--- src/rtl/imem_loader_pkg.sv ---
// Shared types and constants for the instruction-memory loader.
package loader_pkg;
    typedef enum logic [2:0] {
        S_IDLE,
        S_HDR_LO,
        S_HDR_HI,
        S_LOAD,
        S_DONE,
        S_ERR
    } loader_state_t;

    localparam int HDR_BYTES      = 2;
    localparam int BYTES_PER_WORD = 4;
endpackage

--- src/rtl/imem_loader_if.sv ---
// Byte-stream input and instruction-memory write port of the loader.
interface imem_loader_if #(
    parameter int AW = 10
);
    logic          byte_valid;
    logic [7:0]    byte_data;
    logic          byte_ready;
    logic          imem_we;
    logic [AW-1:0] imem_addr;
    logic [31:0]   imem_wdata;

    modport slave (
        input  byte_valid, byte_data,
        output byte_ready, imem_we, imem_addr, imem_wdata
    );

    modport master (
        output byte_valid, byte_data,
        input  byte_ready, imem_we, imem_addr, imem_wdata
    );
endinterface

--- src/rtl/imem_loader_byte_packer.sv ---
// Assembles little-endian bytes into 32-bit words; word_valid fires with the 4th byte.
module byte_packer
    import loader_pkg::*;
(
    input  logic        clk,
    input  logic        rst,
    input  logic        clear,
    input  logic        push,
    input  logic [7:0]  data,
    output logic        word_valid,
    output logic [31:0] word
);
    localparam int CW = $clog2(BYTES_PER_WORD);

    logic [CW-1:0] cnt;
    logic [23:0]   sh;

    // Bytes enter at the top and shift down, so after three pushes byte 0 sits in [7:0].
    assign word_valid = push && (cnt == CW'(BYTES_PER_WORD - 1));
    assign word       = {data, sh};

    always_ff @(posedge clk) begin
        if (rst || clear) begin
            cnt <= '0;
            sh  <= '0;
        end else if (push) begin
            cnt <= cnt + 1'b1;
            sh  <= {data, sh[23:8]};
        end
    end
endmodule

--- src/rtl/imem_loader.sv ---
// Loads a length-prefixed byte stream into instruction memory, holding the core in reset until done.
module imem_loader
    import loader_pkg::*;
#(
    parameter int PROG_SIZE = 648,
    parameter int AW        = $clog2(PROG_SIZE)
) (
    input  logic          clk,
    input  logic          rst,
    input  logic          start,
    imem_loader_if.slave  bus,
    output logic          core_rst,
    output logic          done,
    output logic          err
);
    loader_state_t state, state_n;
    logic [15:0]   len;
    logic [15:0]   len_full;
    logic [AW-1:0] widx;
    logic          xfer, push, clear, last;
    logic          word_valid;
    logic [31:0]   word;

    assign bus.byte_ready = (state == S_HDR_LO) || (state == S_HDR_HI) || (state == S_LOAD);
    assign xfer     = bus.byte_valid && bus.byte_ready;
    assign push     = xfer && (state == S_LOAD);
    assign clear    = start && ((state == S_IDLE) || (state == S_DONE) || (state == S_ERR));
    assign len_full = {bus.byte_data, len[7:0]};
    assign last     = (16'(widx) == len - 16'd1);

    // The final word is written in the first DONE cycle; completion shows one cycle later.
    assign done     = (state == S_DONE) && !bus.imem_we;
    assign core_rst = !done;
    assign err      = (state == S_ERR);

    byte_packer u_packer (
        .clk        (clk),
        .rst        (rst),
        .clear      (clear),
        .push       (push),
        .data       (bus.byte_data),
        .word_valid (word_valid),
        .word       (word)
    );

    always_comb begin
        state_n = state;
        case (state)
            S_IDLE:   if (start) state_n = S_HDR_LO;
            S_HDR_LO: if (xfer)  state_n = S_HDR_HI;
            S_HDR_HI: if (xfer) begin
                if (len_full == 16'd0)                 state_n = S_DONE;
                else if (len_full > 16'(PROG_SIZE))    state_n = S_ERR;
                else                                   state_n = S_LOAD;
            end
            S_LOAD:   if (word_valid && last) state_n = S_DONE;
            S_DONE,
            S_ERR:    if (start) state_n = S_HDR_LO;
            default:  state_n = S_IDLE;
        endcase
    end

    always_ff @(posedge clk) begin
        if (rst) begin
            state          <= S_IDLE;
            len            <= '0;
            widx           <= '0;
            bus.imem_we    <= 1'b0;
            bus.imem_addr  <= '0;
            bus.imem_wdata <= '0;
        end else begin
            state       <= state_n;
            bus.imem_we <= word_valid;
            if (clear) begin
                len  <= '0;
                widx <= '0;
            end
            if (xfer && state == S_HDR_LO) len[7:0]  <= bus.byte_data;
            if (xfer && state == S_HDR_HI) len[15:8] <= bus.byte_data;
            if (word_valid) begin
                bus.imem_addr  <= widx;
                bus.imem_wdata <= word;
                if (!last) widx <= widx + 1'b1;
            end
        end
    end
endmodule

--- src/flat_wrapper.sv ---
// flat-port wrapper written by rule: the top's interface ports become plain ports
module imem_loader_flat import loader_pkg::*;
#(
    parameter int PROG_SIZE = 648,
    parameter int AW        = $clog2(PROG_SIZE)
)
  (clk, rst, start, core_rst, done, err, bus_byte_valid, bus_byte_data, bus_byte_ready, bus_imem_we, bus_imem_addr, bus_imem_wdata);
  imem_loader_if #(.AW(AW)) bus_i ();
  input  logic clk;
  input  logic rst;
  input  logic start;
  output logic core_rst;
  output logic done;
  output logic err;
  input wire logic [$bits(bus_i.byte_valid)-1:0] bus_byte_valid;
  input wire logic [$bits(bus_i.byte_data)-1:0] bus_byte_data;
  output wire logic [$bits(bus_i.byte_ready)-1:0] bus_byte_ready;
  output wire logic [$bits(bus_i.imem_we)-1:0] bus_imem_we;
  output wire logic [$bits(bus_i.imem_addr)-1:0] bus_imem_addr;
  output wire logic [$bits(bus_i.imem_wdata)-1:0] bus_imem_wdata;
  assign bus_i.byte_valid = bus_byte_valid;
  assign bus_i.byte_data = bus_byte_data;
  assign bus_byte_ready = bus_i.byte_ready;
  assign bus_imem_we = bus_i.imem_we;
  assign bus_imem_addr = bus_i.imem_addr;
  assign bus_imem_wdata = bus_i.imem_wdata;
  imem_loader #(.PROG_SIZE(PROG_SIZE), .AW(AW)) u_core (.clk(clk), .rst(rst), .start(start), .bus(bus_i), .core_rst(core_rst), .done(done), .err(err));
endmodule
--- config.mk ---
export PLATFORM = sky130hd
export DESIGN_NAME = imem_loader_flat
export DESIGN_NICKNAME = d
export VERILOG_FILES = /design/src/rtl/imem_loader_pkg.sv /design/src/rtl/imem_loader_if.sv /design/src/rtl/imem_loader_byte_packer.sv /design/src/rtl/imem_loader.sv /design/src/flat_wrapper.sv
export SDC_FILE = /design/constraint.sdc
export NUM_CORES = 1
export LEC_CHECK = 0
export CORE_MARGIN = 2
export CORE_UTILIZATION = 40
export CTS_BUF_LIST = sky130_fd_sc_hd__clkbuf_16
export CTS_CLUSTER_SIZE = 40
export DETAILED_ROUTE_END_ITERATION = 16
export PLACE_DENSITY = 0.67
export REMOVE_ABC_BUFFERS = 1
export SYNTH_ARGS = -nofsm -noshare
export SYNTH_HDL_FRONTEND = slang
export SYNTH_SLANG_ARGS = --single-unit
--- constraint.sdc ---
create_clock -name clk -period 2.18 [get_ports clk]
set_input_delay 0.327 -clock clk [delete_from_list [all_inputs] [get_ports clk]]
set_output_delay 0.327 -clock clk [all_outputs]
set_load 0.02 [all_outputs]
==> key figures, run 1 <==
Outcome
  – Run status: finished, violations left
  – Failing checks: setup timing

Clock tree
  – # hold bufs at CTS: 0
  – CTS Root Cell: clkbuf_16
  – TritonCTS Sinks: slightly below 100
  – Clock transition at path regs: 70 ps
  – Max clock buf depth: 2
  – Number of buffers created by CTS: 9
  – TritonCTS clock tree: yes
  – Clk Latency, worst-skew pair: 340 ps
  – H-tree Lvls: 3

Yosys
  – Unique masters post-synth: 53
  – #FFs+latches synth: 98
  – Synthesized instance count: 552
  – Post-synthesis sequential area ratio: about 46%
  – Fraction of registers with async set/reset: 0%
  – Synth Flop Type: dfxtp_1
  – Yosys warnings: 0
  – Mux cell area share after synthesis: 0.233%
  – Simple-gate share of the synthesized area: between 20% and 30%
  – Adder-cell area share of the yosys netlist: 1.17%
  – Largest family of logic cells by synthesized area: simple AND/OR/NAND/NOR gates
  – Mapped cell area: roughly 4300 µm²
  – Post-synthesis compound-gate area fraction: about 18%
  – Post-synth EDFFs: 0
  – XOR/XNOR Fraction of Synth Area: under 10%
  – Syn_area_per_cell: 7.78 µm²

Detailed routing
  – Vias per cell: 5.24
  – Per-cell routed wire length: around 14 µm
  – Final WL: between 10 and 15 mm
  – DRC violations left: 0
  – Initial DRT Pass Iterations: 5
  – ANT nets after route: 0
  – Via count: around 4000
  – Initial DRC count: approximately 240

Layout
  – Total Nets Final: around 650
  – Layout Utilization: a little over half
  – Most common cell after layout, fill and taps aside: nand2_1
  – Area delta synth->final: 32.3%
  – Commonest cells after routing, fill and taps aside: nand2_1, dfxtp_1, a21oi_1
  – Share of cells above drive strength 1: between 15 and 20%
  – Fin area: 5680 µm²
  – # diodes: 0

Floorplanning
  – Die ar.: approximately 12000 µm²
  – Die height: ~110 µm
  – Die X: 108 µm
  – # IOs: 59
  – Total core area: 10400 µm²
  – Initial Util: between 40 and 50%
  – Rows: 37

Place
  – Port Buf Inserts: 58
  – Routability cong.: ~0.87
  – Area post-placement: 5270 µm²
  – Detailed Place HPWL: 7.72 mm

Setup path
  – CP endpoint kind: register
  – Max FO, Critical Path: 8
  – Critical path type: reg2reg
  – Critical path required time: ~2400 ps
  – R2R Setup Slk: -90 ps
  – Startpoint types: register
  – Data arrival, critical path: approximately 2500 ps

Power and ir drop
  – Reg power frac: between 40 and 50%
  – Sw Pwr: 1.43 mW
  – Clock network power share: about a third
  – Comb pwr share: 25.7%
  – Tot Pwr: approximately 4.6 mW
  – Internal: 3.16 mW
  – Peak VDD IR: approximately 560 µV
  – Static Leakage: just over 2 nW
  – Pwr Density: 808 nW/µm²
  – Switching share of power: 31.1%

Timing
  – Fin. Hold Viols: 0
  – Max_slew headroom: 54.1%
  – Final Cycle Share: 104%
  – Worst Tran Pin Value: 683 ps
  – Minimum clock period: 2270 ps
  – Clock Skew: a little under 7 ps
  – RSZ-0062 raised after global routing: true
  – Finish-stage setup viols: 10
  – Setup WS post-layout: -88.4 ps
  – Setup_tns: -659 ps
  – Max-slew violations: 0
  – F_max: roughly 440 MHz
  – Hold WS: 363 ps

GRT
  – First-pass GRT wire length: ~18 mm
  – GRT overflow: 0
  – Largest net degree at the start of global routing: 35
  – Gr usage total: 19.2%
  – Number of global-route vias before repair: 3818
  – Initial antenna violation count: 0

Run
  – Total of max-cap violations: 0

Worst hold path
  – Worst hold path class: in2reg
## path summary, 6_finish.rpt
path / cells past startpoint / endpoint / start
setup / recovery: 8 / u_core.widx[2] / u_core.len[1]
hold / removal: 2 / u_core.len[1] / rst
setup reg to reg: 8 / u_core.widx[2] / u_core.len[1]
hold reg to reg: 2 / u_core.bus.imem_wdata[3] / u_core.u_packer.sh[3]
## power by group through the flow
stage               registers [mW]  logic (mW)  clock network, mW
global route                  1.95        1.28               1.56
CTS                           1.94        1.14               1.49
floorplan                     1.98       0.617                  0
global placement              1.97        1.05                  0
finish                        1.94        1.18               1.46
detailed placement            1.98        1.08                  0
## registers in the layout, summed over array words and instances, names as in the netlist
signal	count
u_core.widx	10
u_core.bus.imem_wdata	32
u_core.len	16
u_core.u_packer.cnt	2
u_core.bus.imem_addr	10
u_core.bus.imem_we	1
u_core.state	3
u_core.u_packer.sh	24
## synth_stat cells, types with 6 or more instances
cell type / count / area, µm²
nand3_1: 9 / 45.0
dfxtp_1: 98 / 1960
or3_1: 7 / 43.8
a22oi_1: 16 / 120
nand2_1: 160 / 601
a21oi_1: 78 / 390
clkbuf_1: 31 / 116
nor2_1: 33 / 124
o21ai_0: 8 / 40.0
xnor2_1: 8 / 70.1
inv_1: 6 / 22.5
nor3_1: 9 / 45.0
## per-layer routing
metal / vias up / share of wire [%] / wire length, µm / GRT usage [%]
met5: - / 0 / 0 / 0
met4: 0 / 1.0 / 113 / 5.49
met3: 9 / 3.5 / 374 / 2.72
met2: 88 / 48 / 5200 / 33.0
met1: 1926 / 47 / 5140 / 24.9
li1: 2050 / - / - / -
## cells by family after synthesis
kind of cell	count (synthesis)
AOI/OAI and AO/OA	132
and+or+nand+nor	259
adders and majority gates	4
buffers and inverters	47
xor gates and xnor gates	11
DFF	98
muxes	1
## per-stage QoR
stage	setup slack, ps	cells
final	-88.4	777
after global placement	-269	759
after detailed placement	-294	759
after floorplan	-1300	511
after global routing	-196	777
after CTS	-119	777
## worst max-delay path, cell delays in order (launching register included)
cell and delay, ps:
dfxtp_2 320, buf_6 110, or4_4 540, nor3b_4 210, nor3_1 70, o21ai_1 110
and4bb_4 280, nand2b_4 180, a311o_1 350
## layout make-up
| type | count | area [µm²] |
|---|---|---|
| inverter | 6 | 22.5 |
| timing repair buffer | 115 | 1010 |
| clock inverter | 6 | 48.8 |
| sequential | 98 | 1960 |
| fill | 997 | 4690 |
| clock buffer | 9 | 225 |
| tap | 136 | 170 |
| multi-input combinational | 407 | 2240 |
## repair_timing
item,4_1_cts,5_1_grt
pin swaps,9,6
setup buffers,3,0
gates resized for setup,24,8
endpoints found under the setup margin,15,13
Power figures use the tool's default switching activity.
==> run 2: changes to the inputs <==
--- a/config.mk
+++ b/config.mk
@@ -6,11 +6,11 @@
 export NUM_CORES = 1
 export LEC_CHECK = 0
 export CORE_MARGIN = 2
-export CORE_UTILIZATION = 40
+export CORE_UTILIZATION = 30
 export CTS_BUF_LIST = sky130_fd_sc_hd__clkbuf_16
 export CTS_CLUSTER_SIZE = 40
 export DETAILED_ROUTE_END_ITERATION = 16
-export PLACE_DENSITY = 0.67
+export PLACE_DENSITY = 0.54
 export REMOVE_ABC_BUFFERS = 1
 export SYNTH_ARGS = -nofsm -noshare
 export SYNTH_HDL_FRONTEND = slang
==> run 2 against run 1 <==
Effect of this change: the flow still finishes with violations (setup timing); worst hold slack got worse by 27 ps; critical endpoint is now u_core.state[1]; register-to-register slack got worse by 80 ps; via count shrank 2.1%; critical path depth increased by 3; core utilization shrank 13 points; clock-buffer cell count is the same; sequential cell count did not move; power grew 4.7%; sequential share of layout area shrank 0.99 points; critical path type unchanged.
==> key figures, run 2 (synthesis results as in run 1) <==
Outcome
  – Run status: finished, violations left
  – Failing checks: setup timing

Layout
  – Reg with most FFs: u_core.bus.imem_wdata
  – Number of flip-flops in the largest register: 32
  – Register area: between 1500 and 2000 µm²
  – Commonest cells after routing, fill and taps aside: nand2_1, dfxtp_1, a21oi_1
  – Area of the multi-input gates: 2280 µm²
  – Largest registers: u_core.bus.imem_wdata x32, u_core.u_packer.sh x24, u_core.len x16
  – Share of cells above drive strength 1: roughly 18%
  – Most common cell after layout, fill and taps aside: nand2_1
  – # diodes: 0
  – Area delta synth->final: 36.3%
  – Total Nets Final: between 600 and 700
  – Filler Cells Inserted: ~1400

Setup path
  – Critical-path cell list: buf_6 > buf_4 > buf_4 > nor3_1 > and4b_1 > o2111ai_1 > nor2_1 > and4bb_4 > buf_6 > a21o_1 > a221oi_2
  – CP endpoint kind: register
  – Startpoint types: register
  – Critical-path top delay cell: dfxtp_2
  – Max FO, Critical Path: 6
  – Critical path type: reg2reg
  – Critical path required time: 2440 ps
  – Data arrival, critical path: between 2000 and 3000 ps
  – CP peak stage delay: about 340 ps

Power and ir drop
  – Tot Pwr: 4.81 mW
  – Pwr Density: around 800 nW/µm²
  – Static Leakage: around 2.1 nW
  – Sw Pwr: between 1 and 1.5 mW
  – Comb pwr share: 26.5%
  – Reg power frac: between 40% and 50%
  – Clock network power share: 33.1%
  – Peak VDD IR: 375 µV
  – Switching share of power: 30.3%
  – Internal: ~3.3 mW

Detailed routing
  – DRC violations left: 0
  – Per-cell routed wire length: between 10 and 15 µm
  – Vias per cell: between 4 and 5
  – Via count: roughly 4000
  – Final WL: roughly 12 mm
  – Initial DRT Pass Iterations: 4
  – ANT nets after route: 0
  – Initial DRC count: about 200

Clock tree
  – # hold bufs at CTS: 0
  – Max clock buf depth: 2
  – Clk Latency, worst-skew pair: 340 ps
  – Clock transition at path regs: roughly 70 ps
  – TritonCTS clock tree: yes
  – TritonCTS Sinks: about 100
  – CTS Root Cell: clkbuf_16
  – Number of buffers created by CTS: 9
  – H-tree Lvls: 3

GRT
  – First-pass GRT wire length: approximately 19 mm
  – Gr usage total: between 10% and 20%
  – GRT overflow: 0
  – Initial antenna violation count: 0
  – Number of global-route vias before repair: between 3000 and 4000
  – Largest net degree at the start of global routing: 44

Floorplanning
  – Die X: about 120 µm
  – Initial Util: between 30% and 40%
  – Die ar.: 15300 µm²
  – # IOs: between 50 and 60
  – Die height: between 100 and 150 µm
  – Rows: 43
  – Total core area: between 10000 and 15000 µm²

Place
  – Detailed Place HPWL: ~8.0 mm
  – Port Buf Inserts: a little under 60
  – Routability cong.: roughly 0.85

Timing
  – Final Cycle Share: 108%
  – Finish-stage setup viols: 13
  – Setup WS post-layout: -165 ps
  – F_max: ~430 MHz
  – Worst Tran Pin Value: around 670 ps
  – Max-slew violations: 0
  – Minimum clock period: 2350 ps
  – Setup_tns: -1640 ps
  – Max_slew headroom: 55.2%
  – Fin. Hold Viols: 0
  – Clock Skew: 8.29 ps
  – RSZ-0062 raised after global routing: true

Run
  – Total of max-cap violations: 0

Worst hold path
  – Worst hold path class: in2reg
-- run 2: cell types whose count changed in the layout (fill, tap and decap cells not counted), moves of 2 or more --
cell,before,now
nor4_2,0,3
nor4_1,3,1
buf_4,55,58
dlymetal6s2s_1,0,2
-- run 2: power by group through the flow --
stage,combinational [mW],sequential [mW],clock [mW]
6_report,1.27,1.94,1.59
3_5_place_dp,1.07,1.98,0
4_1_cts,1.23,1.94,1.64
3_3_place_gp,1.06,1.97,0
5_1_grt,1.39,1.95,1.70
2_1_floorplan,0.617,1.98,0
-- run 2: timing repair --
action                                  in CTS  in global routing
hold endpoints to repair                     0                  0
gates resized for setup                     25                 11
cloned                                       1                  0
setup buffers                               10                  1
endpoints found under the setup margin      14                 57
pin swaps                                   18                  4
-- run 2: metrics by stage --
stage | hold WS, ps | worst slack, ps | cells | util [%] | instance area, µm²
floorplan | 393 | -1300 | 511 | - | 4120
global placement | 442 | -273 | 800 | 38.2 | 5320
detailed placement | 444 | -363 | 800 | 38.2 | 5320
CTS | 317 | -129 | 826 | 41.6 | 5800
global route | 351 | -245 | 827 | 42.0 | 5850
finish | 336 | -165 | 827 | 42.0 | 5850
-- run 2: worst paths after layout --
path                                            endpoint                  start  cells after the start  slack (ps)
worst max register to register           u_core.state[1]          u_core.len[0]                     11        -170
worst min register to register  u_core.bus.imem_wdata[2]  u_core.u_packer.sh[2]                      2         450
worst min-delay path                      u_core.len[11]                    rst                      2         340
worst max-delay path                     u_core.state[1]          u_core.len[0]                     11        -170
-- run 2: per-layer routing --
layer  global-route usage (%)  wire (µm)  vias up
met3                     3.11        389        6
met2                     25.4       5470       79
met1                     20.4       5550     1840
li1                         -          -     2064
met4                     5.89        150        0
met5                        0          0        -
-- run 2: layout make-up --
type                            instances  share of cell area, %
Clock inverter                          6                   1.13
Tap cell                              180                   3.85
Inverter                                6                  0.385
Timing Repair Buffer                  120                   18.3
Clock buffer                            9                   3.85
Multi-Input combinational cell        408                   38.9
Sequential cell                        98                   33.6
-- run 2: worst max-delay path, delay by kind of cell (launching register included) --
| family | cells | cell delay (ps) |
|---|---|---|
| AND/OR/NAND/NOR | 4 | 810 |
| AO/OA/AOI/OAI | 3 | 580 |
| buffers and inverters | 4 | 540 |
| flip-flops | 1 | 340 |
==> run 3: changes to the inputs <==
--- a/config.mk
+++ b/config.mk
@@ -10,7 +10,8 @@
 export CTS_BUF_LIST = sky130_fd_sc_hd__clkbuf_16
 export CTS_CLUSTER_SIZE = 40
 export DETAILED_ROUTE_END_ITERATION = 16
-export PLACE_DENSITY = 0.54
+export MAX_ROUTING_LAYER = met4
+export PLACE_DENSITY = 0.52
 export REMOVE_ABC_BUFFERS = 1
 export SYNTH_ARGS = -nofsm -noshare
 export SYNTH_HDL_FRONTEND = slang
==> constraint.sdc (replaced) <==
create_clock -name clk -period 2.5 [get_ports clk]
set_input_delay 0.375 -clock clk [delete_from_list [all_inputs] [get_ports clk]]
set_output_delay 0.375 -clock clk [all_outputs]
set_load 0.02 [all_outputs]
==> run 3 against run 2 <==
Effect of this change: the flow now finishes without violations; final cell count is 3.0% lower; clock-buffer cell count is the same; non-clock buffer count is 26 lower; sequential power is 11% lower; sequential cell count stayed put; critical path type unchanged; largest cell class unchanged; largest power group unchanged; highest routed layer unchanged.
==> key figures, run 3 (synthesis results as in run 1) <==
Layout
  – Number of flip-flops in the largest register: 32
  – Total Nets Final: around 630
  – Fin area: 5540 µm²
  – # diodes: 0
  – Commonest cells after routing, fill and taps aside: nand2_1, dfxtp_1, a21oi_1
  – Largest registers: u_core.bus.imem_wdata x32, u_core.u_packer.sh x24, u_core.len x16
  – Layout Utilization: between 30% and 40%
  – Post-route insts no fill: around 800
  – Filler Cells Inserted: ~1400
  – Most common cell after layout, fill and taps aside: nand2_1
  – Area delta synth->final: 29.0%
  – Share of cells above drive strength 1: around an eighth
  – Reg with most FFs: u_core.bus.imem_wdata

Detailed routing
  – DRC violations left: 0
  – Initial DRC count: 333
  – Final WL: between 10 and 15 mm
  – Via count: 3903
  – Initial DRT Pass Iterations: 5
  – ANT nets after route: 0
  – Per-cell routed wire length: 13.8 µm
  – Vias per cell: between 4 and 5

GRT
  – First-pass GRT wire length: about 18 mm
  – GR Layer Usage met1: between 20% and 30%
  – GR peak layer: met2
  – Initial antenna violation count: 0
  – Gr usage total: between 10% and 20%
  – Largest net degree at the start of global routing: 46
  – Grt met3 use: ~4%
  – Number of global-route vias before repair: between 3000 and 4000
  – GRT overflow: 0
  – Global-route met2 utilization: 22.7%

Floorplanning
  – # IOs: ~60
  – Initial Util: 30.8%
  – Die ar.: 15300 µm²
  – Rows: 43
  – Die X: between 100 and 150 µm
  – Total core area: approximately 14000 µm²
  – Die height: between 100 and 150 µm

Timing
  – Fin. Hold Viols: 0
  – Max-slew violations: 0
  – Clock Skew: between 10 and 15 ps
  – Final Cycle Share: 95.5%
  – Setup WS post-layout: around 110 ps
  – Minimum clock period: 2390 ps
  – F_max: between 400 and 500 MHz
  – Finish-stage setup viols: 0
  – Worst Tran Pin Value: between 600 and 700 ps
  – Max_slew headroom: between 50% and 60%

Setup path
  – Most used cell, CP: buf_4
  – Delay-heaviest family, CP: simple AND/OR/NAND/NOR gates
  – Critical-path top delay cell: or4_4
  – CP peak stage delay: between 500 and 600 ps
  – CP endpoint kind: register
  – Critical-path cell list: buf_4 > or4_4 > nor3b_4 > nor3_2 > o21ai_2 > and4bb_4 > buf_4 > a21o_1 > a221oi_2
  – Crit. path cell count: 9
  – Depth of the worst register-to-register path: 9
  – Max FO, Critical Path: 9
  – Critical path required time: 2750 ps
  – Critical path type: reg2reg
  – WP buf/inv: 2
  – Data arrival, critical path: between 2000 and 3000 ps
  – Startpoint types: register

Outcome
  – Run status: finished clean

Place
  – Detailed Place HPWL: 7.74 mm
  – Placed cells: slightly below 800
  – Port Buf Inserts: just under 60
  – Setup WS pre-CTS: -16.8 ps
  – Area post-placement: between 5000 and 6000 µm²
  – Routability cong.: 0.904

Run
  – Total of max-cap violations: 0

Clock tree
  – Clock transition at path regs: approximately 60 ps
  – Max clock buf depth: 2
  – TritonCTS Sinks: 98
  – H-tree Lvls: 3
  – Clk Latency, worst-skew pair: around 350 ps
  – TritonCTS clock tree: yes
  – CTS Root Cell: clkbuf_16
  – Number of buffers created by CTS: 9

Power and ir drop
  – Peak VDD IR: a little over 400 µV
  – Static Leakage: 1.90 nW
  – Tot Pwr: 3.90 mW
  – Pwr Density: 704 nW/µm²

Worst hold path
  – Hold Path Depth: 2
  – Worst hold path class: in2reg
## run 3: power by group
group	leakage, nW	switching [mW]	internal [mW]
clock network	0.129	0.578	0.662
registers	0.791	0.104	1.62
logic	0.976	0.518	0.422
## run 3: path summary, 6_finish.rpt
check                                             start                       to  slack [ps]
worst max-delay path                      u_core.len[1]          u_core.state[1]         110
worst min-delay path                                rst            u_core.len[3]         430
worst max register to register            u_core.len[1]          u_core.state[1]         110
worst min register to register  u_core.bus.imem_addr[7]  u_core.bus.imem_addr[7]         450
## run 3: cell type report
cell class	instances	area, µm²	share of cell area [%]
multi-input cells	408	2210	39.8
flip-flops and latches	98	1960	35.4
repair buffers	94	858	15.5
clock buffers	9	225	4.07
well taps	180	225	4.07
clock inverters	7	38.8	0.700
inverters	6	22.5	0.407
## run 3: repair_timing
| action | CTS | global route |
|---|---|---|
| gates resized for setup | 0 | 14 |
| setup buffers | 0 | 5 |
| hold buffers | 0 | 0 |
| setup endpoints to repair | 0 | 12 |
## run 3: layer usage
layer	up-vias	wire (µm)
li1	2012	-
met1	1800	5570
met2	87	4950
met3	4	450
met4	0	76
met5	-	0
## run 3: through the flow
step,setup TNS (ps),hold WS (ps)
after CTS,0,426
after global placement,-25.8,443
after global routing,-11.3,450
final,0,432
after detailed placement,-16.8,448
after floorplan,-24090,426
==> edit 1 (config.mk and constraints of run 2) <==
The package constant `BYTES_PER_WORD` goes from 4 to 2.
--- a/src/rtl/imem_loader_pkg.sv
+++ b/src/rtl/imem_loader_pkg.sv
@@ -11,5 +11,5 @@
 
     localparam int HDR_BYTES      = 2;
-    localparam int BYTES_PER_WORD = 4;
+    localparam int BYTES_PER_WORD = 2;
 endpackage
 
Formal check against the unedited RTL: not equivalent (a bounded check fails within 10 cycles, from zero or initial values and one cycle with rst high).
==> edit 1 against run 2 <==
The flow still finishes with violations (setup timing); largest power group unchanged; via count shrank 0.78%; wire length shrank 3.9%; setup slack worse by 0.53 ns; first-iteration DRC count increased by 21%; synthesized cell count is 4.9% lower; core utilization decreased by 0.15 points; power fell by 17%; sequential share of layout area is 1.2 points higher; design area down 4.6%; sequential cell count fell by 1; sequential power decreased by 6%; clock power down 6%; combinational power fell by 47%; synthesized area down 3.9%.
==> edit 1: results (changes against run 2) <==
Status: finished, violations left
Failing checks: setup timing
Post-Syn Instances: 525 (-4.9%)
VDD IR-drop max: 0.430 mV (+15%)
Detailed Place HPWL: 8130 um (+1.4%)
WL met3: 528 um (+36%)
DRT Wirelength: 11100 um (-3.9%)
Initial drt markers: 239 (+21%)
Register area share after synthesis: 0.470 (+0.0136)
Final net count: 638 (-3.2%)
Placement Cell Area: 0.00525 mm^2 (-1.2%)
Synth top cells by count: nand2_1 (151), dfxtp_1 (97), a21oi_1 (77)
Worst-path fanout max: 7 (+1)
Met2 WL: 5310 um (-2.9%)
Met1 usage: 0.202 (-0.00143)
Placed cells: 787 (-1.6%)
Setup WS post-layout: -0.694 ns (-0.529 ns)
Worst path max stage delay: 0.52 ns (+0.18 ns)
First-pass GRT wire length: 17900 um (-4.4%)
Vias in the first global route: 3652 (-4.7%)
Layout Cells excl Fill: 804 (-2.8%)
Largest net degree at the start of global routing: 36 (-18%)
Grt met2 use: 0.250 (-0.00447)
Synth unique cells: 46 (-13%)
Met3 GRT Util: 0.0263 (-0.00482)
Static leakage: 1.97 nW (-4.7%)
Fill count: 1357 (-4.8%)
Iteration count of the initial detailed-routing pass: 5 (+1)
GR Util All Layers: 0.151 (-0.00483)
Setup-failing EPs final: 13 (unchanged)
Crit path DAT: 3.14 ns (+0.54 ns)
Placer Congestion: 0.852 (-0.19%)
Worst-Margin Slew: 0.787 ns (+0.121 ns)
Vias: 3958 (-0.78%)
CP max stage cell: or4_4
-- edit 1: changes by cell type after synthesis, moves of 5 or more --
cell | run 2 | this run
nand2_1 | 160 | 151
o211ai_1 | 1 | 7
xnor2_1 | 8 | 17
and3_1 | 2 | 7
-- edit 1: critical path, delay by kind of cell, from the launching register on --
kind,cells,cell delay (ns)
and+or+nand+nor,4,1.77
AOI/OAI and AO/OA,3,0.57
DFF,1,0.32
buffers and inverters,1,0.13
-- edit 1: cells by family (layout without fill, tap and decap cells) --
group,Yosys count,count (layout),share of synthesized area
adders and majority gates,3,3,0.00909
and+or+nand+nor,231,231,0.239
xor gates and xnor gates,23,23,0.0488
buffers and inverters,42,145,0.0448
AOI/OAI and AO/OA,129,129,0.188
DFF,97,97,0.470
-- edit 1: where the power goes --
group          switching [W]  internal, W
clock network       0.000710     0.000788
logic               0.000382     0.000291
registers          0.0000248      0.00180
-- edit 1: cell type report --
cell class	instances	area, um^2	share of cell area
Multi-Input combinational cell	386	2050	0.366
Sequential cell	97	1940	0.348
Timing Repair Buffer	121	1060	0.190
Clock buffer	9	225	0.0403
Tap cell	176	220	0.0394
Clock inverter	7	56.3	0.0101
Inverter	8	30.0	0.00538
-- edit 1: final timing paths --
check                               start                      end  slack (ns)  cells past startpoint
setup / recovery            u_core.len[3]           u_core.widx[3]       -0.69                      8
hold / removal                        rst  u_core.bus.imem_addr[2]        0.27                      2
setup reg to reg            u_core.len[3]           u_core.widx[3]       -0.69                      8
hold reg to reg   u_core.bus.imem_addr[3]  u_core.bus.imem_addr[3]        0.45                      2
-- edit 1: timing repair --
action,4_1_cts,5_1_grt
resized for setup,16,3
pin swaps,6,5
hold endpoints to repair,0,0
setup buffers,0,1
setup endpoints to repair,15,13
==> edit 2 (flow settings as in run 2) <==
Made on the original files. Re-encode `loader_state_t` (6 states) as Gray code, 3 bits wide.
--- a/src/rtl/imem_loader_pkg.sv
+++ b/src/rtl/imem_loader_pkg.sv
@@ -2,10 +2,10 @@
 package loader_pkg;
     typedef enum logic [2:0] {
-        S_IDLE,
-        S_HDR_LO,
-        S_HDR_HI,
-        S_LOAD,
-        S_DONE,
-        S_ERR
+        S_IDLE   = 3'b000,
+        S_HDR_LO = 3'b001,
+        S_HDR_HI = 3'b011,
+        S_LOAD   = 3'b010,
+        S_DONE   = 3'b110,
+        S_ERR    = 3'b111
     } loader_state_t;
 
Behaviour: no difference found for any inputs over 10 cycles, from zero or initial values and one cycle with rst high; not proved beyond that.
==> edit 2 against run 2 <==
The run still ends with setup timing left; first-iteration DRC count grew 24%; synthesized cell count shrank 3.4%; fmax shrank 1.2%; synthesized area shrank 0.15%; wire length shrank 1.7%; setup slack lost 0.029 ns; die area shrank 0.14%; non-clock buffer count shrank 3; design area shrank 2.6%; sequential share of layout area grew 0.89 points; via count shrank 0.28%; sequential cell count is the same; critical path type unchanged.
Power is not compared: it rests on default switching activity, and its combinational part moved more than twofold at a synthesized area within 25%.
==> edit 2: results (changes against run 2) <==
Fill count: 1390 (-2.5%)
CP top delay family: simple AND/OR/NAND/NOR gates
Worst-Margin Slew: 0.573 ns (-0.0934 ns)
Top layer in use: met4
Failing checks: setup timing
Final net count: 642 (-2.6%)
Min Hold Slack: 0.336 ns (+0.000235 ns)
Synth top cells by count: nand2_1 (152), dfxtp_1 (98), a21oi_1 (70)
Clock Pin Slew Worst Setup and Hold Paths: 0.07 ns (about the same)
CP max stage cell: or4_4
Vias in the first global route: 3793 (-1.0%)
Synth unique cells: 60 (+13%)
Placement Cell Area: 0.00532 mm^2 (about the same)
Crit path DAT: 2.61 ns (about the same)
Worst-path fanout max: 7 (+1)
Largest net degree at the start of global routing: 55 (+25%)
Met2 WL: 5360 um (-2.0%)
Synth top area cells: dfxtp_1 (46%), nand2_1 (13%), a21oi_1 (8.2%), nor2_1 (3.2%), a22oi_1 (2.8%)
DRT Wirelength: 11400 um (-1.7%)
M1 WL: 5400 um (-2.7%)
Placed cells: 790 (-1.3%)
Layout cells sized above 1: 0.170 (-0.00972)
Initial drt markers: 246 (+24%)
Clock Power: 0.00162 W
GR Util All Layers: 0.156 (+0.000185)
First-pass GRT wire length: 18700 um (about the same)
Static leakage: 2.11 nW
Setup WS post-layout: -0.194 ns (-0.0286 ns)
Worst slack at placement: -0.309 ns (+0.0533 ns)
Status: finished, violations left
Syn_area_per_cell: 8.05 um^2 (+3.4%)
H-Tree Depth: 3 (unchanged)
Setup Total Neg Slack: -1.37 ns (+0.268 ns)
Wire per inst: 14.0 um (+0.20%)
WL met3: 393 um (+1.0%)
Placer Congestion: 0.895 (+4.9%)
Register area share after synthesis: 0.457 (+0.000666)
Setup-failing EPs final: 9 (-4)
Vias per cell: 4.91 (+1.7%)
Clk_skew: 0.00701 ns (-0.00128 ns)
Worst path max stage delay: 0.43 ns (+0.09 ns)
==> edit 2: cell types whose count changed after synthesis, moves of 4 or more <==
cell	change
a31o_2	-4
and3_1	+4
a21oi_1	-8
and3_2	+4
nand2_1	-8
clkbuf_1	-7
or3_1	-4
==> edit 2: through the flow <==
stage	power, W	utilization
after floorplan	0.00216	-
after global placement	0.00238	0.382
after detailed placement	0.00238	0.382
after CTS	0.00402	0.407
after global routing	0.00417	0.409
final	0.00399	0.409
==> edit 2: timing repair <==
action                     in CTS  in global routing
pin swaps                       4                  5
resized for setup              11                  5
hold endpoints to repair        0                  0
setup endpoints to repair      13                 12
setup buffers                   4                  1
==> edit 2: logic make-up after synthesis <==
kind of cell / after synthesis / synth area share
flip-flops: 98 / 0.457
buffers and inverters: 44 / 0.0484
XOR/XNOR: 12 / 0.0245
multiplexers: 2 / 0.00496
AND/OR/NAND/NOR: 249 / 0.262
adder cells (fa/ha/maj): 5 / 0.0140
AO/OA/AOI/OAI: 123 / 0.189
==> edit 2: layout make-up <==
class	count	share of cell area
Multi-Input combinational cell	391	0.377
Sequential cell	98	0.345
Timing Repair Buffer	117	0.180
Clock buffer	9	0.0395
Tap cell	180	0.0395
Clock inverter	7	0.0134
Inverter	9	0.00592
==> edit 2: worst paths after layout <==
path / from / end / cells past startpoint
hold reg to reg: u_core.bus.imem_addr[7] / u_core.bus.imem_addr[7] / 2
setup reg to reg: u_core.len[0] / u_core.widx[3] / 10
hold / removal: rst / u_core.state[1] / 2
setup / recovery: u_core.len[0] / u_core.widx[3] / 10
==> edit 2: layer usage <==
metal  up-vias  global-route usage
met2        66               0.248
met4         0              0.0675
li1       2004                   -
met1      1890               0.205
met3        18              0.0321
met5         -                   0
